File: config.mk
export PLATFORM = sky130hd
export DESIGN_NAME = tod_ctrl
export DESIGN_NICKNAME = d
export VERILOG_FILES = /design/src/rtl/tod_pkg.sv /design/src/rtl/tod_debounce.sv /design/src/rtl/tod_ctrl.sv
export SDC_FILE = /design/constraint.sdc
export NUM_CORES = 1
export LEC_CHECK = 0
export ABC_AREA = 1
export BUFFER_PORTS_ARGS = -buffer_cell sky130_fd_sc_hd__buf_2
export CAP_MARGIN = 30
export CORE_MARGIN = 2
export CORE_UTILIZATION = 49
export DETAILED_ROUTE_END_ITERATION = 8
export PLACE_DENSITY = 0.67
export SLEW_MARGIN = 20
export SYNTH_ARGS = -nofsm -noshare
export SYNTH_HDL_FRONTEND = slang
export SYNTH_SLANG_ARGS = --single-unit
File: constraint.sdc
create_clock -name CLOCK_50 -period 3.35 [get_ports CLOCK_50]
set_input_delay 0.1675 -clock CLOCK_50 [delete_from_list [all_inputs] [get_ports CLOCK_50]]
set_output_delay 0.1675 -clock CLOCK_50 [all_outputs]
set_load 0.02 [all_outputs]
File: src/rtl/tod_pkg.sv
// Shared definitions for the time-of-day controller.
//   mode_t      : controller mode encoding, which is also driven onto MODE
//   HOURS_MAX   : last legal hours value (BCD)
//   MIN_SEC_MAX : last legal minutes/seconds value (BCD)
//   bcd_inc     : two-digit BCD increment that wraps to 00 after a limit
package tod_pkg;

   typedef enum logic [1:0] {
      MODE_RUN         = 2'd0,
      MODE_SET_HOURS   = 2'd1,
      MODE_SET_MINUTES = 2'd2
   } mode_t;

   localparam logic [7:0] HOURS_MAX   = 8'h23;
   localparam logic [7:0] MIN_SEC_MAX = 8'h59;

   // The units digit rolls 9->0 and carries into tens in the same step.
   // Wrapping at the limit keeps every result a legal BCD value.
   function automatic logic [7:0] bcd_inc(input logic [7:0] val, input logic [7:0] lim);
      logic [7:0] res;
      if (val == lim)
         res = 8'h00;
      else if (val[3:0] == 4'd9)
         res = {val[7:4] + 4'd1, 4'h0};
      else
         res = {val[7:4], val[3:0] + 4'd1};
      return res;
   endfunction

endpackage

File: src/rtl/tod_debounce.sv
// Pushbutton conditioner: 2-FF synchronizer, stability timer, rise strobe.
//   clk   : system clock
//   rst   : asynchronous active-high reset
//   btn   : raw button level, asynchronous to clk
//   press : one-cycle strobe when the accepted level goes 0->1
// The accepted level changes only after DEBOUNCE_CYCLES consecutive
// synchronized samples that differ from it. Release changes the level
// but makes no strobe. The strobe is high in the cycle whose closing edge
// accepts the new level, so a consumer registers it 2 + DEBOUNCE_CYCLES
// edges after the raw input rises.
module tod_debounce #(
   parameter int unsigned DEBOUNCE_CYCLES = 500000
) (
   input  logic clk,
   input  logic rst,
   input  logic btn,
   output logic press
);

   localparam int unsigned CW = (DEBOUNCE_CYCLES > 1) ? $clog2(DEBOUNCE_CYCLES) : 1;
   localparam logic [CW-1:0] CNT_LOAD = CW'(DEBOUNCE_CYCLES - 1);

   logic          sync_1;
   logic          sync_2;
   logic          level;
   logic [CW-1:0] stable_cnt;
   logic          accept;

   // Down-counter: reloaded while the sample matches the accepted level,
   // so reaching zero means DEBOUNCE_CYCLES differing samples in a row.
   assign accept = (sync_2 != level) && (stable_cnt == '0);
   assign press  = accept && sync_2;

   always_ff @(posedge clk or posedge rst) begin
      if (rst) begin
         sync_1     <= 1'b0;
         sync_2     <= 1'b0;
         level      <= 1'b0;
         stable_cnt <= CNT_LOAD;
      end else begin
         sync_1 <= btn;
         sync_2 <= sync_1;
         if (sync_2 == level) begin
            stable_cnt <= CNT_LOAD;
         end else if (accept) begin
            level      <= sync_2;
            stable_cnt <= CNT_LOAD;
         end else begin
            stable_cnt <= stable_cnt - 1'b1;
         end
      end
   end

endmodule

File: src/rtl/tod_ctrl.sv
// Time-of-day sequencing controller: 1 Hz prescaler, BCD HH:MM:SS keeping,
// and a RUN / SET_HOURS / SET_MINUTES mode machine driven by two buttons.
//   CLOCK_50    : system clock
//   RESET       : asynchronous active-high reset
//   BTN_MODE    : mode button (active-high, asynchronous)
//   BTN_INC     : increment button (active-high, asynchronous)
//   HOURS_BCD   : {tens,units} 00..23
//   MINUTES_BCD : {tens,units} 00..59
//   SECONDS_BCD : {tens,units} 00..59
//   MODE        : 0=RUN, 1=SET_HOURS, 2=SET_MINUTES
//   SEC_PULSE   : one-cycle pulse on every seconds increment
//   DIGIT_BLANK : bit i blanks HEX digit i
// Build option TOD_BLINK_EN: blink the digits being edited with period
// CLK_HZ; without it DIGIT_BLANK is constant zero.
//
// state            | meaning
// MODE_RUN         | time advances once per CLK_HZ cycles, inc ignored
// MODE_SET_HOURS   | clock frozen, inc advances hours 23->00
// MODE_SET_MINUTES | clock frozen, inc advances minutes 59->00, no carry
module tod_ctrl
   import tod_pkg::*;
#(
   parameter int unsigned CLK_HZ          = 50000000,
   parameter int unsigned DEBOUNCE_CYCLES = 500000
) (
   input  logic       CLOCK_50,
   input  logic       RESET,
   input  logic       BTN_MODE,
   input  logic       BTN_INC,
   output logic [7:0] HOURS_BCD,
   output logic [7:0] MINUTES_BCD,
   output logic [7:0] SECONDS_BCD,
   output logic [1:0] MODE,
   output logic       SEC_PULSE,
   output logic [3:0] DIGIT_BLANK
);

   localparam int unsigned PW = $clog2(CLK_HZ);
   localparam logic [PW-1:0] PRESC_LAST = PW'(CLK_HZ - 1);

   mode_t         state;
   mode_t         state_next;
   logic          mode_press;
   logic          inc_press;
   logic [PW-1:0] presc;
   logic          tick;
   logic          enter_set;

   tod_debounce #(.DEBOUNCE_CYCLES(DEBOUNCE_CYCLES)) u_deb_mode (
      .clk   (CLOCK_50),
      .rst   (RESET),
      .btn   (BTN_MODE),
      .press (mode_press)
   );

   tod_debounce #(.DEBOUNCE_CYCLES(DEBOUNCE_CYCLES)) u_deb_inc (
      .clk   (CLOCK_50),
      .rst   (RESET),
      .btn   (BTN_INC),
      .press (inc_press)
   );

   always_ff @(posedge CLOCK_50 or posedge RESET) begin
      if (RESET)
         state <= MODE_RUN;
      else
         state <= state_next;
   end

   always_comb begin
      state_next = state;
      if (mode_press) begin
         case (state)
            MODE_RUN:         state_next = MODE_SET_HOURS;
            MODE_SET_HOURS:   state_next = MODE_SET_MINUTES;
            MODE_SET_MINUTES: state_next = MODE_RUN;
            default:          state_next = MODE_RUN;
         endcase
      end
   end

`ifdef TOD_BLINK_EN
   logic [PW-1:0] blink_cnt;
   logic          blink_phase;

   // Restarting on every mode change makes the edited digits visible first.
   always_ff @(posedge CLOCK_50 or posedge RESET) begin
      if (RESET)
         blink_cnt <= '0;
      else if (state_next != state || blink_cnt == PRESC_LAST)
         blink_cnt <= '0;
      else
         blink_cnt <= blink_cnt + 1'b1;
   end

   assign blink_phase = (blink_cnt >= PW'(CLK_HZ / 2));
`endif

   always_comb begin
      MODE        = state;
      DIGIT_BLANK = 4'b0000;
`ifdef TOD_BLINK_EN
      if (blink_phase) begin
         case (state)
            MODE_SET_HOURS:   DIGIT_BLANK = 4'b1100;
            MODE_SET_MINUTES: DIGIT_BLANK = 4'b0011;
            default:          DIGIT_BLANK = 4'b0000;
         endcase
      end
`endif
   end

   // A tick on the same edge that leaves RUN is suppressed; the entry into
   // SET_HOURS clears seconds anyway.
   assign enter_set = (state == MODE_RUN) && (state_next == MODE_SET_HOURS);
   assign tick      = (state == MODE_RUN) && (state_next == MODE_RUN) && (presc == PRESC_LAST);

   // Held at zero outside RUN, so the first tick after returning to RUN
   // lands exactly CLK_HZ cycles after the mode change.
   always_ff @(posedge CLOCK_50 or posedge RESET) begin
      if (RESET)
         presc <= '0;
      else if (state_next != MODE_RUN || state != MODE_RUN || tick)
         presc <= '0;
      else
         presc <= presc + 1'b1;
   end

   always_ff @(posedge CLOCK_50 or posedge RESET) begin
      if (RESET) begin
         HOURS_BCD   <= 8'h00;
         MINUTES_BCD <= 8'h00;
         SECONDS_BCD <= 8'h00;
         SEC_PULSE   <= 1'b0;
      end else begin
         SEC_PULSE <= tick;
         if (enter_set) begin
            SECONDS_BCD <= 8'h00;
         end else if (tick) begin
            SECONDS_BCD <= bcd_inc(SECONDS_BCD, MIN_SEC_MAX);
            if (SECONDS_BCD == MIN_SEC_MAX) begin
               MINUTES_BCD <= bcd_inc(MINUTES_BCD, MIN_SEC_MAX);
               if (MINUTES_BCD == MIN_SEC_MAX)
                  HOURS_BCD <= bcd_inc(HOURS_BCD, HOURS_MAX);
            end
         end else if (inc_press && !mode_press) begin
            if (state == MODE_SET_HOURS)
               HOURS_BCD <= bcd_inc(HOURS_BCD, HOURS_MAX);
            else if (state == MODE_SET_MINUTES)
               MINUTES_BCD <= bcd_inc(MINUTES_BCD, MIN_SEC_MAX);
         end
      end
   end

endmodule

==> metrics, run 1 <==
H-tree depth 3; Seq cells post-synth 97; Post-synth EDFFs 0; average size of a mapped cell 7.96 µm²; Port Buffer Count 30; Comb pwr share 0.025; Wirelength per Cell 12.5 µm; actual slew at the worst max-slew pin 0.636 ns; Post-CTS Resized 0; top routing layer used met4; Die Area 12,100 µm²; Peak Freq 511 MHz; Hold Crit Class reg -> reg; post-synth top area share 0.340; first-pass GRT wire length 18.8 mm; RSZ-0062 raised after global routing false; CP arrival about 2.2 ns; clk slew on worst S/H paths 0.07 ns; Leak 2.99 nW; status finished clean; pwr/cell area 379 nW/µm²; top cells by area, synth dfrtp_1, nand2_1, dfstp_2; Max stage delay cell, worst path dfrtp_1; hold path start u_deb_mode.sync_1; gr usage total 0.196; routed vias 4,406; Post-synth top cells nand2_1, nor2_1, inv_1, dfrtp_1, nand3_1; count leader, synth nand2_1; largest net degree at the start of global routing 52; Post-CTS Setup Bufs 0; Synth-to-Final Area Change 11.9%; vias in the first global route 4,139; ANT nets after route 0; cell taking the most area after synthesis dfrtp_1; Max Clock Skew a little over 0.009 ns; Distinct cells, synth 38; Slew Limit Headroom 0.576; hold depth 0; final hold vios 0; register area share after synthesis 0.444; routability cong. 0.875; post-layout power approximately 2.3 mW; DIE WIDTH between 100 and 150 µm; DR vias/cell 5.00; max incr delay on CP 0.41 ns; met2 WL post-DR 5.08 mm; # setup viols final 0; Post-Route Setup TNS 0 ns; Int Pwr 1.86 mW; ant diodes 0; max-cap violations 0; clk sinks 97; initial antenna violation count 0; total core area approximately 11,000 µm²; cells after synthesis around 690; Worst Path Buf+Inv 2; Top delay family on crit path simple AND/OR/NAND/NOR gates; Primary FF master, synth dfrtp_1; hpwl dp 8.20 mm; DRT iter0 DRCs 188; Max Slew Vio Count 0; die height 110 µm; R2R setup slack 1.39 ns; Tmin final between 1.5 and 2 ns; drt total wl ~11 mm; Worst Reg-to-Reg Cells 11; Worst-Skew Late Latency roughly 0.35 ns; switching share of power 0.207; Max VDD drop 0.431 mV; clk buf depth 2; Hold WS between 0.3 and 0.4 ns; I/O pin cnt 35; final worst-path cycle share 0.585; # DRC 0; Critical Path, Cell by Cell ha_1, nand3_1, nor2_1, nand2_1, inv_1, nand2_1, nor2_1, inv_1, nor2_1, nand2_1, o22ai_1; sw power 0.486 mW; clk root buf clkbuf_16; DR WL met3 315 µm; final net count 758; Flop pwr share 0.509; Ys Warns 0; Post-Syn Area 5520 µm²; asr flop ratio synth 1.00; crit-path max FO 5; row count 38; Worst Hold End u_deb_mode.sync_2; RR Startpoint presc[0]; grt ovf 0; drt pass-1 iters 4; share of cells above drive strength 1 0.142; Worst Setup Start Kind flop; CP Capture Type flop; CTS tree yes; power share of the clock group 0.466; critical path class reg -> reg; Starting Density 0.505; CP Data Required Time ~3.6 ns; Crit Reg-Reg Endpoint SECONDS_BCD[1]; DRT met1 WL 5.50 mm; CTS buffer count 9
logic make-up (layout without fill, tap and decap cells):
group / Yosys count / in the layout / synth area share
AND/OR/NAND/NOR: 399 / 399 / 0.336
flip-flops: 97 / 97 / 0.444
AO/OA/AOI/OAI: 47 / 47 / 0.0460
buffers and inverters: 88 / 133 / 0.0634
adder cells (fa/ha/maj): 17 / 17 / 0.0385
XOR/XNOR: 45 / 45 / 0.0713
other: 1 / 4 / 0.000679
metal layers:
| metal | vias up | global-route usage |
|---|---|---|
| li1 | 2285 | - |
| met1 | 2058 | 0.274 |
| met2 | 52 | 0.309 |
| met3 | 11 | 0.0364 |
| met4 | 0 | 0.0661 |
| met5 | - | 0 |
flip-flops by register name, summed over array words and instances (netlist names), 2 cells and up:
name                   flops
HOURS_BCD                  8
presc                     26
SECONDS_BCD                8
u_deb_mode.stable_cnt     19
MINUTES_BCD                8
MODE                       2
u_deb_inc.stable_cnt      19
per-stage QoR:
step / utilization / setup slack (ns) / std cells / area, µm²
final: 0.565 / 1.39 / 882 / 6180
after global routing: 0.565 / 1.13 / 882 / 6180
after CTS: 0.565 / 1.37 / 882 / 6180
after detailed placement: 0.534 / 1.39 / 863 / 5840
after global placement: 0.534 / 1.46 / 863 / 5840
after floorplan: - / 0.685 / 697 / 5540
cell usage in the layout (no fill, tap or decap), types with 3 or more instances in the layout:
cell / count
nor2_4: 6
xnor2_1: 17
nor3_1: 21
or2_2: 5
nand4_1: 25
clkbuf_1: 3
inv_1: 75
nand3_1: 36
nor2_1: 116
dfstp_2: 22
nor2_2: 5
nand3b_1: 5
clkbuf_16: 9
nor4_1: 3
o21bai_1: 4
inv_2: 4
dlygate4sd3_1: 3
nand2_2: 6
a21oi_1: 13
dfrtp_1: 75
conb_1: 4
xor2_1: 28
o21ai_1: 7
nand2_4: 6
nand2_1: 155
o21ai_0: 20
ha_1: 17
buf_2: 30
power groups by stage:
stage / clock [mW] / combinational (mW) / sequential, mW
after detailed placement: 0 / 0.0593 / 1.21
after floorplan: 0 / 0.0460 / 1.21
after CTS: 1.11 / 0.0622 / 1.19
after global placement: 0 / 0.0581 / 1.21
final: 1.09 / 0.0596 / 1.19
after global routing: 1.17 / 0.0700 / 1.19
final cells by class:
cell class              count  area (µm²)
clock buffers              12         236
fillers                  1009        4760
flip-flops and latches     97        2450
clock inverters             4        77.6
well taps                 140         175
inverters                  82         310
multi-input cells         512        2730
repair buffers             35         195
how the worst max path moves through the flow:
stage | startpoint | end | slack [ns] | cells after the start
after floorplan | RESET | HOURS_BCD[0] | 0.69 | 1
after global placement | presc[0] | HOURS_BCD[4] | 1.46 | 13
after global routing | presc[0] | HOURS_BCD[4] | 1.13 | 13
after detailed placement | MINUTES_BCD[1] | HOURS_BCD[4] | 1.39 | 12
after CTS | presc[0] | HOURS_BCD[4] | 1.37 | 13
final | presc[0] | SECONDS_BCD[1] | 1.39 | 11
repair_timing:
action / CTS / global route
hold endpoints to repair: 41 / 0
setup endpoints to repair: 0 / 0
hold buffers: 3 / 0
Note: power is estimated with default switching activity, not from simulation.
==> run 2, diff against run 1 <==
Clock period 3.35 ns to 1.88 ns, I/O delays scaled along.
==> run 2 against run 1 <==
Compared with the run above:
- cell count rose by 4.8%
- sequential power up 78%
- global-route usage increased by 1.8 points
- cell area is 9.0% higher
- first-iteration DRC count increased by 33%
- core utilization increased by 5.1 points
- highest routed layer unchanged
- sequential cell count unchanged
- largest power group unchanged
- critical endpoint is now HOURS_BCD[7]
- worst setup slack got worse by 1.3 ns
- wire length grew 9.9%
- maximum frequency up 8.1%
==> metrics, run 2 (synthesized netlist as in run 1, its figures left out) <==
max reg flops 26; Starting Density 0.505; CP arrival a little over 2 ns; max-cap violations 0; Biggest register presc; ANT nets after route 0; routability cong. 0.868; ant diodes 0; drt total wl 12.2 mm; final worst-path cycle share 0.964; CP Data Required Time 2.11 ns; die height roughly 110 µm; clk buf depth 2; H-tree depth 3; biggest regs presc: 26 flops, u_deb_inc.stable_cnt: 19 flops, u_deb_mode.stable_cnt: 19 flops; row count 38; vias in the first global route 4,535; pwr/cell area 613 nW/µm²; Hold Crit Class in -> async; drt pass-1 iters 4; total core area 10,900 µm²; RSZ-0062 raised after global routing true; hpwl dp 8.87 mm; initial antenna violation count 0; critical path class reg -> reg; Leak 3.19 nW; Non-Filler Instances 924; commonest cells after routing, fill and taps aside nand2_1, nor2_1, dfrtp_1; # DRC 0; clk sinks 97; fill cell count 953; Worst Setup Start Kind flop; share of cells above drive strength 1 0.250; crit-path max FO 7; clk root buf clkbuf_16; Max Clock Skew 0.00825 ns; Slew Limit Headroom 0.655; routed vias 4,718; final core occ 0.616; Tmin final 1.81 ns; Port Buffer Count 30; grt ovf 0; # setup viols final 0; CTS tree yes; DIE WIDTH 110 µm; final net count 800; largest net degree at the start of global routing 40; Post-Place Cells 885; Worst-Skew Late Latency 0.35 ns; actual slew at the worst max-slew pin about 0.52 ns; Max VDD drop between 0.4 and 0.5 mV; Synth-to-Final Area Change 21.9%; CTS buffer count 9; commonest non-fill, non-tap cell in the layout nand2_1; final hold vios 0; gr usage total 0.214; Die Area between 10,000 and 15,000 µm²; clk slew on worst S/H paths ~0.070 ns; DRT iter0 DRCs 250; CP Capture Type flop; Max Slew Vio Count 0; status finished clean; DR vias/cell 5.11; Wirelength per Cell 13.2 µm; Peak Freq 552 MHz; I/O pin cnt 35; first-pass GRT wire length 20.4 mm
-- run 2: cell types whose count changed in the layout (fill, tap and decap cells not counted), moves of 4 or more --
cell,change
nand2_1,-11
buf_4,+39
nor2_1,-21
ha_1,-4
inv_2,+6
nor2_4,+9
inv_1,-6
nand2_2,+9
nor2_2,+12
-- run 2: final timing paths --
check	end	depth (start not counted)	slack (ns)	from
max	HOURS_BCD[7]	11	0.07	u_deb_inc.stable_cnt[0]
min	SECONDS_BCD[3]	3	0.33	RESET
max in group asynchronous	u_deb_inc.stable_cnt[16]	4	0.93	RESET
max reg2reg	HOURS_BCD[7]	11	0.07	u_deb_inc.stable_cnt[0]
min reg2reg	u_deb_inc.sync_2	0	0.36	u_deb_inc.sync_1
min in group CLOCK_50	u_deb_inc.sync_2	0	0.36	u_deb_inc.sync_1
-- run 2: final cells by class --
cell class	count	area, µm²	area share
multi-input cells	512	2940	0.437
clock inverters	4	51.3	0.00762
flip-flops and latches	97	2460	0.365
inverters	82	312	0.0463
repair buffers	77	539	0.0801
well taps	140	175	0.0260
clock buffers	12	256	0.0381
-- run 2: power breakdown --
part | switching, mW | internal (mW) | leakage, nW
combinational | 0.0888 | 0.0390 | 1.79
sequential | 0.0128 | 2.11 | 1.26
clock | 0.773 | 1.10 | 0.149
total | 0.874 | 3.25 | 3.19
-- run 2: layer usage --
metal  wire length (µm)  global-route usage  part of all wire  up-vias
li1                   -                   -                 -     2387
met1               5540               0.281              0.46     2247
met2               6030               0.352              0.50       64
met3                333              0.0359             0.027       20
met4                250              0.0875             0.021        0
met5                  0                   0                 0        -
-- run 2: what timing repair did --
| item | CTS | global route |
|---|---|---|
| hold buffers | 3 | 0 |
| gates resized for setup | 7 | 60 |
| pin swaps | 4 | 31 |
| buffers inserted | 2 | 18 |
| endpoints found under the setup margin | 17 | 54 |
| endpoints found under the hold margin | 15 | 0 |
-- run 2: stage by stage --
| stage | TNS [ns] | hold WS (ns) | cell area, µm² | power, mW | setup slack [ns] |
|---|---|---|---|---|---|
| floorplan | 0 | 0.125 | 5540 | 2.24 | 0.117 |
| finish | 0 | 0.328 | 6730 | 4.13 | 0.0677 |
| global route | -0.423 | 0.373 | 6730 | 4.29 | -0.0425 |
| global placement | 0 | 0.160 | 6030 | 2.28 | 0.0209 |
| CTS | -0.00599 | 0.343 | 6400 | 4.18 | -0.00599 |
| detailed placement | -0.166 | 0.157 | 6030 | 2.28 | -0.0355 |
-- run 2: worst max-delay path, cell delays in order, from the launching register on --
cell and delay [ns]:
dfstp_2 0.38, inv_1 0.11, ha_2 0.21, nand3b_1 0.10, nor2_2 0.11, nand3_2 0.12, nor2_1 0.15, nand3_1 0.14
nand2_4 0.15, nand2_2 0.08, nand2_1 0.07, o21ai_1 0.07
==> run 3, diff against run 2 <==
Settings changed: CTS_BUF_LIST from default to sky130_fd_sc_hd__clkbuf_2 sky130_fd_sc_hd__clkbuf_4 sky130_fd_sc_hd__clkbuf_8.
==> run 3 against run 2 <==
Compared with the run above:
- global-route usage is 0.19 points lower
- via count is essentially flat
- first-iteration DRC count up 10%
- power decreased by 11%
- core utilization is 0.71 points lower
- die area is the same
- maximum frequency is 1.3% higher
- hold slack got worse by 0.033 ns
- sequential share of layout area increased by 0.41 points
- clock skew rose by 0.0014 ns
- critical endpoint is now MINUTES_BCD[5]
- largest cell class unchanged
- largest power group unchanged
==> metrics, run 3 (synthesized netlist as in run 1, its figures left out) <==
status finished clean; Slew Limit Headroom 0.651; Worst Reg-to-Reg Cells 10; Max VDD drop 0.336 mV; final hold vios 0; Die Area roughly 12,000 µm²; CP arrival 2.05 ns; clk sinks 97; CTS buffer count 9; Worst-Skew Late Latency 0.38 ns; Max Slew Vio Count 0; DRT iter0 DRCs 276; Max Clock Skew 0.00961 ns; critical path class reg -> reg; R2R setup slack 0.09 ns; final worst-path cycle share 0.952; ANT nets after route 0; I/O pin cnt 35; Port Buffer Count 30; Worst Setup Start Kind flop; Post-Place Cells ~890; max-cap violations 0; max incr delay on CP roughly 0.40 ns; Leak 3.17 nW; crit-path max FO 5; Synth-to-Final Area Change 20.5%; routability cong. ~0.87; RSZ-0062 raised after global routing true; gr usage total 0.212; Crit Reg-Reg Endpoint MINUTES_BCD[5]; grt ovf 0; DIE WIDTH roughly 110 µm; # DRC 0; worst slack, placed -0.0355 ns; initial antenna violation count 0; row count 38; ant diodes 0; CP Capture Type flop; pwr/cell area about 550 nW/µm²; RR Startpoint presc[0]; Starting Density 0.505; first-pass GRT wire length 20.2 mm; Max stage delay cell, worst path dfrtp_1; share of cells above drive strength 1 0.254; post-route setup slack 0.0901 ns; total core area ~11,000 µm²; Hold WS approximately 0.30 ns; Critical Path, Cell by Cell ha_4, nand3_4, nor2_4, nand2_2, nor2_4, nand3_4, nand2_4, nand2_4, o21bai_1, nand2_1; commonest cells after routing, fill and taps aside nand2_1, nor2_1, dfrtp_1; H-tree depth 3; Wirelength per Cell 13.2 µm; final net count roughly 800; # setup viols final 0; actual slew at the worst max-slew pin 0.523 ns; largest net degree at the start of global routing 40; Non-Filler Instances slightly above 900; Peak Freq 559 MHz; post-layout power approximately 3.7 mW; die height 110 µm; Biggest register presc; clk root buf clkbuf_8; DR vias/cell approximately 5.1; drt pass-1 iters 4; routed vias 4,719; commonest non-fill, non-tap cell in the layout nand2_1; Top delay family on crit path simple AND/OR/NAND/NOR gates; Worst Path Buf+Inv 0; Hold Crit Class in -> async; clk buf depth 2; vias in the first global route 4,510; max reg flops 26; CP Data Required Time 2.14 ns; Post-Route Setup TNS 0 ns; drt total wl 12.2 mm; CTS tree yes; hpwl dp 8.87 mm; clk slew on worst S/H paths 0.09 ns; Tmin final around 1.8 ns; biggest regs presc: 26 flops, u_deb_inc.stable_cnt: 19 flops, u_deb_mode.stable_cnt: 19 flops
==> run 3: changes by cell type in the layout (fill, tap and decap cells not counted), moves of 2 or more <==
cell / change
clkbuf_8: +9
buf_4: +3
clkbuf_16: -9
nor2_2: +2
==> run 3: layout make-up <==
class / count / area, µm²
fill: 978 / 4280
multi-input combinational: 512 / 2940
sequential: 97 / 2450
timing repair buffer: 80 / 562
inverter: 82 / 312
tap: 140 / 175
clock buffer: 12 / 159
clock inverter: 4 / 51.3
==> run 3: worst reg2reg max path, stage by stage, from the launching register on <==
cell and delay (ns):
dfrtp_1 0.40, ha_4 0.17, nand3_4 0.12, nor2_4 0.11
nand2_2 0.07, nor2_4 0.18, nand3_4 0.17, nand2_4 0.18
nand2_4 0.08, o21bai_1 0.14, nand2_1 0.07
==> run 3: layer usage <==
layer  vias to the layer above  GRT usage  part of all wire
met3                        22     0.0312             0.028
met5                         -          0                 0
met2                        75      0.344              0.49
met4                         0     0.0946             0.023
li1                       2382          -                 -
met1                      2240      0.283              0.46
==> run 3: how the worst max path moves through the flow <==
stage / from / endpoint / slack, ns / cells after the start
2_1_floorplan: MINUTES_BCD[0] / HOURS_BCD[6] / 0.12 / 10
3_3_place_gp: u_deb_mode.stable_cnt[9] / MINUTES_BCD[1] / 0.02 / 10
3_5_place_dp: u_deb_mode.stable_cnt[9] / MINUTES_BCD[1] / -0.04 / 10
4_1_cts: u_deb_mode.stable_cnt[0] / MINUTES_BCD[1] / -0.01 / 11
5_1_grt: presc[6] / MINUTES_BCD[5] / -0.03 / 10
6_report: presc[0] / MINUTES_BCD[5] / 0.09 / 10
==> run 3: metrics by stage <==
| step | cell area (µm²) | utilization |
|---|---|---|
| global route | 6660 | 0.609 |
| CTS | 6310 | 0.577 |
| global placement | 6030 | 0.551 |
| detailed placement | 6030 | 0.551 |
| floorplan | 5540 | - |
| finish | 6660 | 0.609 |
==> run 3: repair_timing <==
item                                    CTS  global route
gates resized for setup                   9            57
endpoints found under the setup margin   13            54
pin swaps                                 4            28
hold buffers                              3             0
hold endpoints to repair                 15             0
buffers inserted                          2            21
==> run 3: power breakdown <==
part	switching, mW	internal [mW]	total, mW
logic	0.0895	0.0391	0.129
registers	0.0133	2.11	2.12
clock network	0.729	0.703	1.43
